`src/rtl/mmio_gpio_bank_if.sv`:
```
// Data-bus port of the GPIO bank: one-cycle read/write strobes,
// registered read data with a valid pulse.
interface mmio_gpio_bank_if #(
  parameter int ADDR_W = 8
);
  logic [ADDR_W-1:0] addr;
  logic [31:0]       wdata;
  logic              we;
  logic              re;
  logic [31:0]       rdata;
  logic              rvalid;

  modport master (
    output addr, wdata, we, re,
    input  rdata, rvalid
  );

  modport slave (
    input  addr, wdata, we, re,
    output rdata, rvalid
  );
endinterface

```
`src/rtl/mmio_gpio_bank.sv`:
```
// Memory-mapped GPIO bank: N_CH channels of OUT/IN/IEN/PEND registers,
// synchronised inputs, armed rising-edge capture and a level IRQ.
module mmio_gpio_bank #(
  parameter int WIDTH  = 16,
  parameter int N_CH   = 2,
  parameter int ADDR_W = 8
) (
  input  logic                  CLK,
  input  logic                  RESET_N,
  mmio_gpio_bank_if.slave       bus,
  input  logic [N_CH*WIDTH-1:0] DIN,
  output logic [N_CH*WIDTH-1:0] DOUT,
  output logic                  IRQ
);

  localparam int NB   = N_CH * WIDTH;
  localparam int CH_W = ADDR_W - 4;
  localparam logic [31:0] NCH = 32'(N_CH);

  logic [NB-1:0] out_r;
  logic [NB-1:0] ien_r;
  logic [NB-1:0] pend_r;
  logic [NB-1:0] sync1;
  logic [NB-1:0] sync2;
  logic [NB-1:0] prev;
  logic [NB-1:0] rise;
  logic [NB-1:0] clr;
  logic [1:0]    warm;
  logic          armed;

  logic [CH_W-1:0] ch;
  logic [31:0]     ch32;
  logic [1:0]      rsel;
  logic            hit;
  logic [31:0]     rd_word;
  logic [31:0]     rdata_r;
  logic            rvalid_r;
  logic            unused_ok;

  assign ch    = bus.addr[ADDR_W-1:4];
  assign ch32  = 32'(ch);
  assign rsel  = bus.addr[3:2];
  assign hit   = ch32 < NCH;
  assign armed = warm == 2'd3;
  assign rise  = sync2 & ~prev & {NB{armed}};

  assign unused_ok = ^{bus.wdata, bus.addr[1:0]};

  always_comb begin
    rd_word = '0;
    clr     = '0;
    for (int c = 0; c < N_CH; c++) begin
      if (hit && ch32 == 32'(c)) begin
        unique case (rsel)
          2'd0: rd_word = 32'(out_r[c*WIDTH +: WIDTH]);
          2'd1: rd_word = 32'(sync2[c*WIDTH +: WIDTH]);
          2'd2: rd_word = 32'(ien_r[c*WIDTH +: WIDTH]);
          2'd3: rd_word = 32'(pend_r[c*WIDTH +: WIDTH]);
          default: rd_word = '0;
        endcase
        if (bus.we && rsel == 2'd3)
          clr[c*WIDTH +: WIDTH] = bus.wdata[WIDTH-1:0];
      end
    end
  end

  always_ff @(posedge CLK) begin
    if (!RESET_N) begin
      out_r    <= '0;
      ien_r    <= '0;
      pend_r   <= '0;
      sync1    <= '0;
      sync2    <= '0;
      prev     <= '0;
      warm     <= '0;
      rdata_r  <= '0;
      rvalid_r <= 1'b0;
    end else begin
      for (int c = 0; c < N_CH; c++) begin
        if (bus.we && hit && ch32 == 32'(c)) begin
          if (rsel == 2'd0)
            out_r[c*WIDTH +: WIDTH] <= bus.wdata[WIDTH-1:0];
          if (rsel == 2'd2)
            ien_r[c*WIDTH +: WIDTH] <= bus.wdata[WIDTH-1:0];
        end
      end
      // set beats clear when both hit the same bit
      pend_r <= (pend_r & ~clr) | rise;
      sync1  <= DIN;
      sync2  <= sync1;
      prev   <= sync2;
      if (!armed)
        warm <= warm + 2'd1;
      rvalid_r <= bus.re;
      if (bus.re)
        rdata_r <= rd_word;
    end
  end

  assign DOUT       = out_r;
  assign IRQ        = |(pend_r & ien_r);
  assign bus.rdata  = rdata_r;
  assign bus.rvalid = rvalid_r;

endmodule

```
`src/flat_wrapper.sv`:
```
// flat-port wrapper written by rule: the top's interface ports become plain ports
module mmio_gpio_bank_flat 
#(
  parameter int WIDTH  = 16,
  parameter int N_CH   = 2,
  parameter int ADDR_W = 8
)
  (CLK, RESET_N, DIN, DOUT, IRQ, bus_addr, bus_wdata, bus_we, bus_re, bus_rdata, bus_rvalid);
  mmio_gpio_bank_if #(.ADDR_W(ADDR_W)) bus_i ();
  input  logic CLK;
  input  logic RESET_N;
  input  logic [N_CH*WIDTH-1:0] DIN;
  output logic [N_CH*WIDTH-1:0] DOUT;
  output logic IRQ;
  input wire logic [$bits(bus_i.addr)-1:0] bus_addr;
  input wire logic [$bits(bus_i.wdata)-1:0] bus_wdata;
  input wire logic [$bits(bus_i.we)-1:0] bus_we;
  input wire logic [$bits(bus_i.re)-1:0] bus_re;
  output wire logic [$bits(bus_i.rdata)-1:0] bus_rdata;
  output wire logic [$bits(bus_i.rvalid)-1:0] bus_rvalid;
  assign bus_i.addr = bus_addr;
  assign bus_i.wdata = bus_wdata;
  assign bus_i.we = bus_we;
  assign bus_i.re = bus_re;
  assign bus_rdata = bus_i.rdata;
  assign bus_rvalid = bus_i.rvalid;
  mmio_gpio_bank #(.WIDTH(WIDTH), .N_CH(N_CH), .ADDR_W(ADDR_W)) u_core (.CLK(CLK), .RESET_N(RESET_N), .bus(bus_i), .DIN(DIN), .DOUT(DOUT), .IRQ(IRQ));
endmodule
```
`config.mk`:
```
export PLATFORM = sky130hd
export DESIGN_NAME = mmio_gpio_bank_flat
export DESIGN_NICKNAME = d
export VERILOG_FILES = /design/src/rtl/mmio_gpio_bank_if.sv /design/src/rtl/mmio_gpio_bank.sv /design/src/flat_wrapper.sv
export SDC_FILE = /design/constraint.sdc
export NUM_CORES = 1
export LEC_CHECK = 0
export CORE_MARGIN = 3
export CORE_UTILIZATION = 25
export CTS_CLUSTER_DIAMETER = 150
export CTS_CLUSTER_SIZE = 30
export DETAILED_ROUTE_END_ITERATION = 16
export PLACE_DENSITY = 0.46
export SETUP_SLACK_MARGIN = 0.4
export SYNTH_ARGS = -nofsm -noshare
export SYNTH_HDL_FRONTEND = slang
export SYNTH_SLANG_ARGS = --single-unit
```
`constraint.sdc`:
```
create_clock -name CLK -period 1.8 [get_ports CLK]
set_clock_uncertainty 0.15 [all_clocks]
set_input_delay 0.36 -clock CLK [delete_from_list [all_inputs] [get_ports CLK]]
set_output_delay 0.36 -clock CLK [all_outputs]
set_load 0.005 [all_outputs]
```
==> flow_metrics.tcl <==
set metrics [dict create \
    synth_edf_count 0 \
    grt-ovfl-total 0 \
    worst_slack_ns -0.666 \
    place_congestion 0.814 \
    final_nets 1128 \
    fin_hold_ws_ns 0.00970 \
    dr_total_vias 7167 \
    maxSlewViolCount 0 \
    dp_hpwl_mm 20.6 \
    area_growth_pct 48.7 \
    status "finished, violations left" \
    r2r_start "u_core.DOUT[24]" \
    cts_buffer_depth 3 \
    yosys.area.top_type "dfxtp_1" \
    grt_pass1_wl_mm 47.0 \
    portBuffers 107 \
    max_freq_mhz 405 \
    grt_pass1_vias 7149 \
    ys_seq_area_share_pct 49.9 \
    rsz0062_at_grt "yes" \
    power_density_nw_per_um2 686 \
    cts_buffers 11 \
    grtUsageTotal_pct 17.1 \
    syn_area_um2 8470 \
    cts_tree "built" \
    cts_sinks 211 \
    antenna_cells 0 \
    row_count 66 \
    fin_crit_sh_pct 137 \
    synth.avg_cell_area_um2 10.3 \
    drive_gt1_share_pct 41.0 \
    crit_start "u_core.ien_r[15]" \
    fp.coreArea_um2 32900 \
    synthAdderAreaFrac_pct 0.148 \
    worstSetupStartpointType "flop" \
    cts_root_buffer "clkbuf_16" \
    worstPathArrival_ns 1.96 \
    worst-endpoint-required_ns 1.29 \
    final_area_um2 12600 \
    vias_per_cell 4.80 \
    finalSetupTns_ns -0.666 \
    hold_viol_final 0 \
    hold_start "RESET_N" \
    p_total_mw 8.63 \
    synth_top_area_share_pct 49.9 \
    die_area_um2 36100 \
    hold_depth 2 \
    timing.rr.end "u_core.bus.rdata[8]" \
    worstSetupEndpointType "output port" \
    layout_min_cycle_time_ns 2.47 \
    grt_max_degree 49 \
    synth_seq_cells 211 \
    h-tree-depth 1 \
    muxShareOfSynthArea_pct 8.63 \
    synth-xor-area-share_pct 0.103 \
    clk-insertion-delay-late_ns 0.49 \
    die_h_um 190 \
    synth_top_family_by_area "simple AND/OR/NAND/NOR gates" \
    route.detailed.drc 0 \
    clk_pin_slew_ns 0.12 \
    synth_compound_area_share_pct 17.3 \
    antenna_found_initial 0 \
    synth-simple-area-share_pct 18.2 \
    synthArstFlopShare_pct 0 \
    leakage_nw 4.80 \
    synthCells 822 \
    wl_mm 31.6 \
    synth_area_leaders "dfxtp_1 (50%), mux4_2 (8.5%), and2_1 (7.2%)" \
    criticalPathCategory "flop to output port" \
    peakVddDrop_mv 0.464 \
    synthDistinctLibCells 31 \
    ant_nets 0 \
    setup_violations 1 \
    cp_max_fo 2 \
    die_w_um 190 \
    hold_path.class "input pin to flop" \
    avgRoutedWirePerCell_um 21.2 \
    reg2reg_slack_ns 0.32 \
    place_area_um2 10900 \
    maxCapViolations 0 \
    hold_end "u_core.DOUT[15]" \
    ys_warn_count 0 \
    synth-main-ff-cell "dfxtp_1" \
    rr_worst_depth 4 \
    violations "setup timing" \
    first_iter_violations 445 \
    initial_core_util_pct 25.7 \
    io_pins 142 \
    firstDrtPassIters 4 \
]
==> placed cells by master (no fill, tap or decap), drive strengths merged <==
master	count
buf	238
dfxtp	211
and2	98
a21boi	96
o21ai	96
nand3	80
clkdlybuf4s50	49
nand3b	33
mux4	32
nand4	20
clkbuf	17
nand2	16
conb	16
a32oi	16
a22oi	16
or4	2
nor2b	2
bufbuf	2
nor4b	1
nor3b	1
or4b	1
or3b	1
nor4	1
xnor2	1
and3b	1
mux2i	1
ha	1
clkinv	1
dlygate4sd3	1
==> worst max-delay path, cell delays in order, from the launching register on <==
cell	delay, ns
dfxtp_2	0.35
a22oi_2	0.22
nand4_1	0.19
or4_4	0.57
buf_6	0.13
==> repair_timing <==
item | in CTS | in global routing
hold endpoints to repair | 1 | 0
resized for setup | 423 | 113
pin swaps | 20 | 44
gates cloned | 12 | 2
hold buffers | 1 | 0
setup buffers | 46 | 3
endpoints found under the setup margin | 162 | 142
==> state kept, by name, summed over array words and instances (netlist names) <==
| signal | count |
|---|---|
| u_core.sync1 | 32 |
| u_core.pend_r | 32 |
| u_core.bus.rdata | 16 |
| u_core.warm | 2 |
| u_core.ien_r | 32 |
| u_core.bus.rvalid | 1 |
| u_core.sync2 | 32 |
| u_core.DOUT | 32 |
| u_core.prev | 32 |
==> final cells by class <==
class	count	area, um2
tap	442	553
sequential	211	4350
fill	3245	20400
timing repair buffer	295	3220
clock buffer	12	279
multi-input combinational	532	4160
clock inverter	1	30.0
==> worst max-delay path by stage <==
stage / endpoint
finish: IRQ
global route: IRQ
CTS: IRQ
detailed placement: IRQ
global placement: IRQ
floorplan: u_core.pend_r[22]
==> logic make-up after synthesis <==
| kind of cell | Yosys count |
|---|---|
| AND/OR/NAND/NOR | 257 |
| XOR/XNOR | 1 |
| multiplexers | 33 |
| flip-flops | 211 |
| buffers and inverters | 94 |
| adder cells (fa/ha/maj) | 1 |
| AO/OA/AOI/OAI | 224 |
| other | 1 |
==> synth_stat cells (18+ instances only) <==
library cell / instances
and2_1: 98
a21boi_1: 49
nand3b_1: 33
clkbuf_1: 48
nand4_1: 20
buf_2: 21
nand3_1: 80
mux4_2: 32
o21ai_1: 40
a21boi_0: 47
o21ai_0: 56
buf_4: 18
dfxtp_1: 211
==> routing by layer <==
layer	global-route usage [%]	up-vias	part of all wire [%]
met2	27.8	243	46
met4	3.16	0	2.0
met5	0	-	0
li1	-	3388	-
met1	24.2	3499	46
met3	2.71	37	5.9
==> per-stage QoR <==
stage	util [%]	cells	setup WS, ns
after detailed placement	33.1	1416	-0.609
after global placement	33.1	1416	-0.583
after global routing	38.2	1493	-0.688
after floorplan	-	837	0.203
final	38.2	1493	-0.666
after CTS	36.9	1488	-0.653
==> report_power, final <==
part / internal, mW / switching, mW
registers: 4.77 / 0.0780
logic: 0.532 / 0.500
clock network: 1.16 / 1.60
No activity file was read; power rests on OpenSTA's default activity.
